<file path="src/rtl/iq_sample_packer.sv">
// ---------------------------------------------------------------------------
// iq_sample_packer
//
// Requantises complex IQ samples from 16-bit components to BITS bits each
// and packs SPW = OUT_WIDTH/(2*BITS) samples per output word. The first
// sample of a word lands in the most significant lane. i_tlast flushes a
// partial word with zero padding.
//
// Requantisation modes:
//   ROUND = 0 : plain truncation.
//   ROUND = 1 : round half-up with saturation at the maximum positive value.
//
// Ports:
//   clk       in   clock, all logic on the rising edge
//   reset     in   synchronous, active-high reset
//   i_tdata   in   {I[15:0], Q[15:0]}, two's complement
//   i_tlast   in   last sample of the input packet
//   i_tvalid  in   input valid
//   i_tready  out  input ready
//   o_tdata   out  packed output word
//   o_tlast   out  last word of the packet
//   o_tvalid  out  output valid
//   o_tready  in   output ready
//   o_pad     out  number of zero-padded sample lanes in o_tdata
// ---------------------------------------------------------------------------
module iq_sample_packer #(
    parameter int BITS      = 4,
    parameter int OUT_WIDTH = 32,
    parameter int ROUND     = 0
) (
    input  logic                                     clk,
    input  logic                                     reset,
    input  logic [31:0]                              i_tdata,
    input  logic                                     i_tlast,
    input  logic                                     i_tvalid,
    output logic                                     i_tready,
    output logic [OUT_WIDTH-1:0]                     o_tdata,
    output logic                                     o_tlast,
    output logic                                     o_tvalid,
    input  logic                                     o_tready,
    output logic [$clog2(OUT_WIDTH/(2*BITS)+1)-1:0]  o_pad
);

    localparam int SW    = 2 * BITS;
    localparam int SPW   = OUT_WIDTH / SW;
    localparam int PADW  = $clog2(SPW + 1);
    localparam int LANEW = (SPW > 1) ? $clog2(SPW) : 1;

    localparam logic [LANEW-1:0] LAST_LANE = LANEW'(SPW - 1);

    // Bit just below the kept field; only meaningful when BITS < 16.
    localparam int RBIT = (BITS < 16) ? (15 - BITS) : 0;

    // Largest positive BITS-wide two's complement value (0 then all ones).
    localparam logic [BITS-1:0] MAXPOS = BITS'((32'd1 << (BITS - 1)) - 32'd1);

    // Refuse to elaborate a configuration where samples do not tile the word.
    generate
        if ((BITS < 1) || (BITS > 16) || ((OUT_WIDTH % (2 * BITS)) != 0)) begin : g_bad_cfg
            $error("iq_sample_packer: BITS must be 1..16 and OUT_WIDTH a multiple of 2*BITS");
        end
    endgenerate

    // Keep the top BITS bits; optionally add the next bit down as a rounding
    // increment, except at the positive maximum where adding would wrap.
    // Negative values can never wrap because the increment moves them
    // toward zero.
    function automatic logic [BITS-1:0] requant(input logic [15:0] c);
        logic [BITS-1:0] t;
        t = c[15 -: BITS];
        if ((ROUND != 0) && (BITS < 16) && c[RBIT] && (t != MAXPOS))
            t = t + BITS'(1);
        return t;
    endfunction

    logic [LANEW-1:0]     r_lane;
    logic [OUT_WIDTH-1:0] r_acc;
    logic [OUT_WIDTH-1:0] r_tdata;
    logic                 r_tlast;
    logic                 r_tvalid;
    logic [PADW-1:0]      r_pad;

    logic [SW-1:0]        w_sample;
    logic [OUT_WIDTH-1:0] w_merged;
    logic                 w_completing;
    logic                 w_ready;
    logic                 w_accept;
    logic                 w_unused;

    // Bits of i_tdata below the rounding position never influence the result.
    assign w_unused = &{1'b0, i_tdata};

    // Build the requantised sample and drop it into the current lane of the
    // accumulator. Unfilled lanes of r_acc are always zero, so OR-ing is
    // enough and the lanes below the current one stay zero on a flush.
    always_comb begin
        w_sample = {requant(i_tdata[31:16]), requant(i_tdata[15:0])};
        w_merged = r_acc | (OUT_WIDTH'(w_sample) << (SW * (SPW - 1 - int'(r_lane))));
    end

    // A beat that would load the output register can only go when that
    // register is free or being drained this cycle. Beats that merely fill
    // the accumulator are never stalled. i_tvalid is deliberately absent.
    assign w_completing = (r_lane == LAST_LANE) || i_tlast;
    assign w_ready      = !w_completing || !r_tvalid || o_tready;
    assign w_accept     = i_tvalid && w_ready;

    // Lane counter, accumulator and output holding register. A completing
    // beat accepted in the same cycle the held word drains simply reloads
    // the register, keeping o_tvalid high for full throughput. Reset throws
    // away both the partial accumulation and any word still held.
    always_ff @(posedge clk) begin
        if (reset) begin
            r_lane   <= '0;
            r_acc    <= '0;
            r_tdata  <= '0;
            r_tlast  <= 1'b0;
            r_tvalid <= 1'b0;
            r_pad    <= '0;
        end else begin
            if (r_tvalid && o_tready)
                r_tvalid <= 1'b0;

            if (w_accept) begin
                if (w_completing) begin
                    r_tdata  <= w_merged;
                    r_tlast  <= i_tlast;
                    r_pad    <= PADW'(SPW - 1 - int'(r_lane));
                    r_tvalid <= 1'b1;
                    r_acc    <= '0;
                    r_lane   <= '0;
                end else begin
                    r_acc    <= w_merged;
                    r_lane   <= r_lane + LANEW'(1);
                end
            end
        end
    end

    assign i_tready = w_ready;
    assign o_tdata  = r_tdata;
    assign o_tlast  = r_tlast;
    assign o_tvalid = r_tvalid;
    assign o_pad    = r_pad;

endmodule
</file>
<file path="config.mk">
export PLATFORM = sky130hd
export DESIGN_NAME = iq_sample_packer
export DESIGN_NICKNAME = d
export VERILOG_FILES = /design/src/rtl/iq_sample_packer.sv
export SDC_FILE = /design/constraint.sdc
export NUM_CORES = 1
export LEC_CHECK = 0
export BUFFER_PORTS_ARGS = -buffer_cell sky130_fd_sc_hd__buf_4
export CORE_MARGIN = 2
export CORE_UTILIZATION = 47
export DETAILED_ROUTE_END_ITERATION = 6
export PLACE_DENSITY = 0.7
export SYNTH_ARGS = -nofsm -noshare
export SYNTH_HDL_FRONTEND = slang
export SYNTH_SLANG_ARGS = --single-unit
</file>
<file path="constraint.sdc">
create_clock -name clk -period 1.9 [get_ports clk]
set_input_delay 0 -clock clk [delete_from_list [all_inputs] [get_ports clk]]
set_output_delay 0 -clock clk [all_outputs]
set_load 0.005 [all_outputs]
</file>
Word level (Yosys, flattened, before mapping)
Cells that the tools add are included.
{"block": "totals", "ff_bits": 71, "inputBits": 37, "elab_cells": 24}
{"block": "op_classes", "addsub": 2, "eq_ne": 1, "shift": 1, "muxes": 5, "n_bitwise": 1, "reduce_logical": 8}
{"cell": "2-to-1 mux 32 bit", "n": 1}
{"cell": "OR 32 bit", "n": 1}
{"cell": "left shift 8 x 32 -> 32 bit", "n": 1}
{"cell": "logical OR 1 bit", "n": 3}
{"cell": "2-to-1 mux 1 bit", "n": 3}
{"cell": "subtractor 2 x 2 -> 3 bit (first input constant)", "n": 1}
{"cell": "adder 2 x 1 -> 2 bit (second input constant)", "n": 1}
{"cell": "== test 2 bit (second input constant)", "n": 1}
{"cell": "logical AND 1 bit", "n": 2}
{"cell": "zero test 1 bit", "n": 2}
{"cell": "2-to-1 mux 2 bit", "n": 1}
{"cell": "AND reduction 2 bit", "n": 1}

Logic depth before layout (Yosys ltp)
{"block": "depth", "depth_word": 7, "ltp_mapped": 7, "ltp_nobuf": 4}

Least setup slack after synthesis
OpenSTA, ideal clock, no wires.
{"block": "synth_timing", "kind": "register to register", "startpoint": "reg r_lane[0]", "endpoint": "reg r_pad[1], in the netlist o_pad[1]", "setup_ns": 0.123, "arrival_time_ns": 1.449, "t_required_ns": 1.777, "setup_slack_ns": 0.328, "path_stages_with_launch": 7, "n_path_buf": 2, "synth_period_minus_slack_ns": 1.572, "path_cell_list": "dfxtp_1 -> ha_1 -> or2_1 -> buf_6 -> and3_1 -> buf_6 -> mux2_1"}
{"block": "synth_via", "elab_chain_len": 7, "word_cells_on_any_way": 8, "cone_classes": "add/sub (1); eq/ne (1); reduce/logical (6)"}
{"element": "from (decl)", "line_no": "76", "text": "logic [LANEW-1:0] r_lane;"}
{"element": "from (signal assigned)", "line_no": "134", "text": "r_lane <= r_lane + LANEW'(1);"}
{"element": "== test 2 bit", "line_no": "104", "text": "assign w_completing = (r_lane == LAST_LANE) || i_tlast;"}
{"element": "logical OR 1 bit", "line_no": "104"}
{"element": "zero test 1 bit", "line_no": "105", "text": "assign w_ready = !w_completing || !r_tvalid || o_tready;"}
{"element": "logical OR 1 bit (2 in a row)", "line_no": "105"}
{"element": "logical AND 1 bit", "line_no": "106", "text": "assign w_accept = i_tvalid && w_ready;"}
{"element": "AND reduction 2 bit (no line)"}
{"element": "to (signal assigned)", "line_no": "128", "text": "r_pad <= PADW'(SPW - 1 - int'(r_lane));"}
{"element": "to (decl)", "line_no": "81", "text": "logic [PADW-1:0] r_pad;"}
Parallel ways exist; a longest one is shown, timed or not.
A chain may end at the register's enable or synchronous reset.

Worst setup path after layout
{"block": "layout_timing", "startpoint": "reg r_lane[0]", "endpoint": "reg r_acc[20]"}
{"block": "layout_via", "elab_chain_len": 6, "word_cells_on_any_way": 10, "cone_classes": "add/sub (1); eq/ne (1); shift (1); mux (1); bitwise (1); reduce/logical (5)"}
{"element": "branches (longest 6 deep; another with subtractor 2 x 2 -> 3 bit)"}
{"element": "to (signal assigned)", "line_no": "133", "text": "r_acc <= w_merged;"}
{"element": "to (decl)", "line_no": "77", "text": "logic [OUT_WIDTH-1:0] r_acc;"}
Parallel ways; which one is timed is not known.

==> metrics.md <==
| Metric | Value |
|---|---|
| Slew @ Worst Pin | `571.1 ps` |
| Library cells used by synthesis | `29` |
| TritonCTS buffer count | `9` |
| GRT Util Overall | `22.07%` |
| Post-synth top area share | `43.82%` |
| Final Util | `56.42%` |
| Sw Share | `27.20%` |
| # setup viols final | `0` |
| Critical Path RT | `2200 ps` |
| Layout cell share with drive strength beyond 1 | `32.47%` |
| Internal power | `2.377 mW` |
| Cell mode on critical path | `buf_4` |
| HP Class | `in -> reg` |
| Diodes inserted | `0` |
| Clock sink count | `70` |
| Yosys reg bits | `70` |
| Setup TNS | `0 ps` |
| Crit-path slowest cell | `dfxtp_1` |
| Pwr/cell area | `866.2 nW/um2` |
| Critical path class | `reg -> reg` |
| Peak VDD IR | `0.4380 mV` |
| Clk pwr share | `37.7%` |
| Share of the clock period used by the worst path | `87.54%` |
| Yosys top cell by area | `dfxtp_1` |
| Final Hold Vio Count | `0` |
| Mean Syn Cell Area | `10.09 um2` |
| CP startpoint kind | `flip-flop` |
| CP delay by family, top | `buffers and inverters` |
| Ys Warns | `0` |
| Cell count after synthesis | `317` |
| IO Pins | `75` |
| Post-DP HPWL | `4818 um` |
| Area grow syn2layout | `17.88%` |
| Synth top cells by count | `70 x dfxtp_1, 41 x a31oi_1, 33 x o21a_1` |
| Die height | `86.49 um` |
| Crit Path Max Fanout | `24` |
| CTS root buf | `clkbuf_8` |
| Worst EP arrival | `1960 ps` |
| Most common cell in the netlist | `dfxtp_1` |
| Via density per instance | `6.107` |
| Router iterations before antenna repair | `4` |
| Largest net degree at the start of global routing | `48` |
| CTS tree | `built` |
| FP Rows | `30` |
| Grt total ovfl | `0` |
| Main synth FF type | `dfxtp_1` |
| Antenna Nets Post-Route | `0` |
| Slew margin rel. | `61.89%` |
| Starting Density | `47.87%` |
| Slowest stage delay, CP | `320 ps` |
| Routed WL per cell | `18.26 um` |
| FMAX | `601.2 MHz` |
| Post-Synthesis Net Count | `355` |
| Die width | `86.49 um` |
| Clock Pin Slew Worst Setup and Hold Paths | `70 ps` |
| Async set-reset flop share out of synthesis | `0%` |
| Clk_lat worst skew | `360 ps` |
| Initial drt markers | `165` |
| Comb pwr share | `14.3%` |
| Die area | `7481 um2` |
| Final Max Slew Viols | `0` |
| CTS max path bufs | `2` |
| Crit path cell chain | `ha_1 -> or2_1 -> buf_4 -> a31oi_4 -> buf_4 -> o21a_1` |
| Sequential fraction of the synthesis area | `43.82%` |
| Fill cell count | `601` |
| Port Buf Inserts | `49` |
| Cell Area, Synth | `3198 um2` |
| First-pass GRT wire length | `12800 um` |
| GPL Wtd Cong | `0.8138` |
| Initial antenna violation count | `0` |
| RSZ-0062 raised after global routing | `no` |
| Buf+Inv Stages, Crit Path | `2` |
| Outcome | `complete, no violations` |
| Vias in the first global route | `2492` |
| Post-CTS setup buffers | `0` |
| Hold_buf cts | `1` |
| Post-layout min period | `1663 ps` |
| Clock Skew | `11.65 ps` |
| # Max-Cap Violations | `0` |
| Power share of the sequential group | `48.1%` |
| EDFF count, synth | `0` |
| H-tree depth | `3` |
| Core area | `6681 um2` |
| Drt total wl | `7815 um` |
| Synth area leaders | `dfxtp_1 44%, a211oi_2 11%, o2111a_1 8.5%, a31oi_1 8.0%, o21a_1 7.7%` |
| Net count, final | `381` |
| DRC viols | `0` |
| Resize count post-CTS | `0` |
| Static leakage | `1.362 nW` |
| Worst setup EP type | `flip-flop` |
| Vias | `2614` |
| Net Switching | `0.8881 mW` |
==> worst paths after layout <==
check | cells after the start | slack (ps) | start | to
worst min register to register | 1 | 470 | r_acc[14]$_SDFFE_PP0P_ | r_acc[14]$_SDFFE_PP0P_
worst min-delay path | 3 | 70 | i_tdata[30] | o_tdata[22]$_SDFFE_PP0P_
worst max-delay path | 6 | 240 | r_lane[0]$_SDFFE_PP0P_ | r_acc[20]$_SDFFE_PP0P_
worst max register to register | 6 | 240 | r_lane[0]$_SDFFE_PP0P_ | r_acc[20]$_SDFFE_PP0P_
==> state kept, by name, indices dropped and copies added (netlist names) <==
name and count:
o_pad 2, o_tdata 32, o_tlast 1, o_tvalid 1, r_acc 32, r_lane 2
==> area by class of cell <==
type / instances / area [um2] / area share, %
well taps: 80 / 100.1 / 2.655
repair buffers: 66 / 523.0 / 13.87
inverters: 1 / 3.754 / 0.09957
flip-flops and latches: 70 / 1401 / 37.17
clock buffers: 11 / 141.4 / 3.750
multi-input cells: 195 / 1541 / 40.89
clock inverters: 5 / 58.81 / 1.560
==> placed cells by master (no fill, tap or decap), drive strengths merged, types with 2 or more instances in the layout <==
cell and n:
nand4 9, o2111a 24, a211oi 33, clkinvlp 2, o21ai 2, dfxtp 70
buf 65, a31oi 42, a21oi 32, nor2b 4, clkbuf 11, nand2 3
clkinv 2, o21a 33, nor2 4
==> power groups by stage <==
stage               registers [mW]  logic [mW]  clock network, mW
detailed placement            1.60       0.465                  0
finish                        1.57       0.465               1.23
global placement              1.60       0.457                  0
CTS                           1.57       0.469               1.25
floorplan                     1.60       0.301                  0
global route                  1.58       0.510               1.31
==> metrics by stage <==
| step | std cells | power (mW) | setup slack [ps] | area (um2) | hold slack [ps] |
|---|---|---|---|---|---|
| global route | 428 | 3.396 | 155.7 | 3770 | 88.07 |
| detailed placement | 411 | 2.069 | 258.6 | 3560 | 268.0 |
| floorplan | 317 | 1.905 | 328.0 | 3198 | 154.2 |
| finish | 428 | 3.265 | 236.7 | 3770 | 73.14 |
| CTS | 428 | 3.287 | 239.2 | 3770 | 64.65 |
| global placement | 411 | 2.058 | 288.0 | 3560 | 262.7 |
==> worst reg2reg max path: stages, from the launching register on <==
cell and delay (ps):
dfxtp_1 320, ha_1 200, or2_1 230, buf_4 230, a31oi_4 200, buf_4 270
o21a_1 160
==> per-layer routing <==
layer	GRT usage, %	vias to the layer above	part of all wire, %
met3	4.762	15	4.6
met5	0	-	0
met1	30.75	1257	49
li1	-	1280	-
met4	9.659	0	2.2
met2	32.94	62	45
==> cells by family (layout without fill, tap and decap cells) <==
group           Yosys count  count (layout)  synth area share (%)
buf+inv                  52              83                 8.099
flops                    70              70                 43.82
fa+ha+maj                 1               1                0.3912
other cells               1               1                0.1173
compound gates          168             168                 43.04
simple gates             24              24                 4.186
mux                       1               1                0.3521
Power figures use the tool's default switching activity.
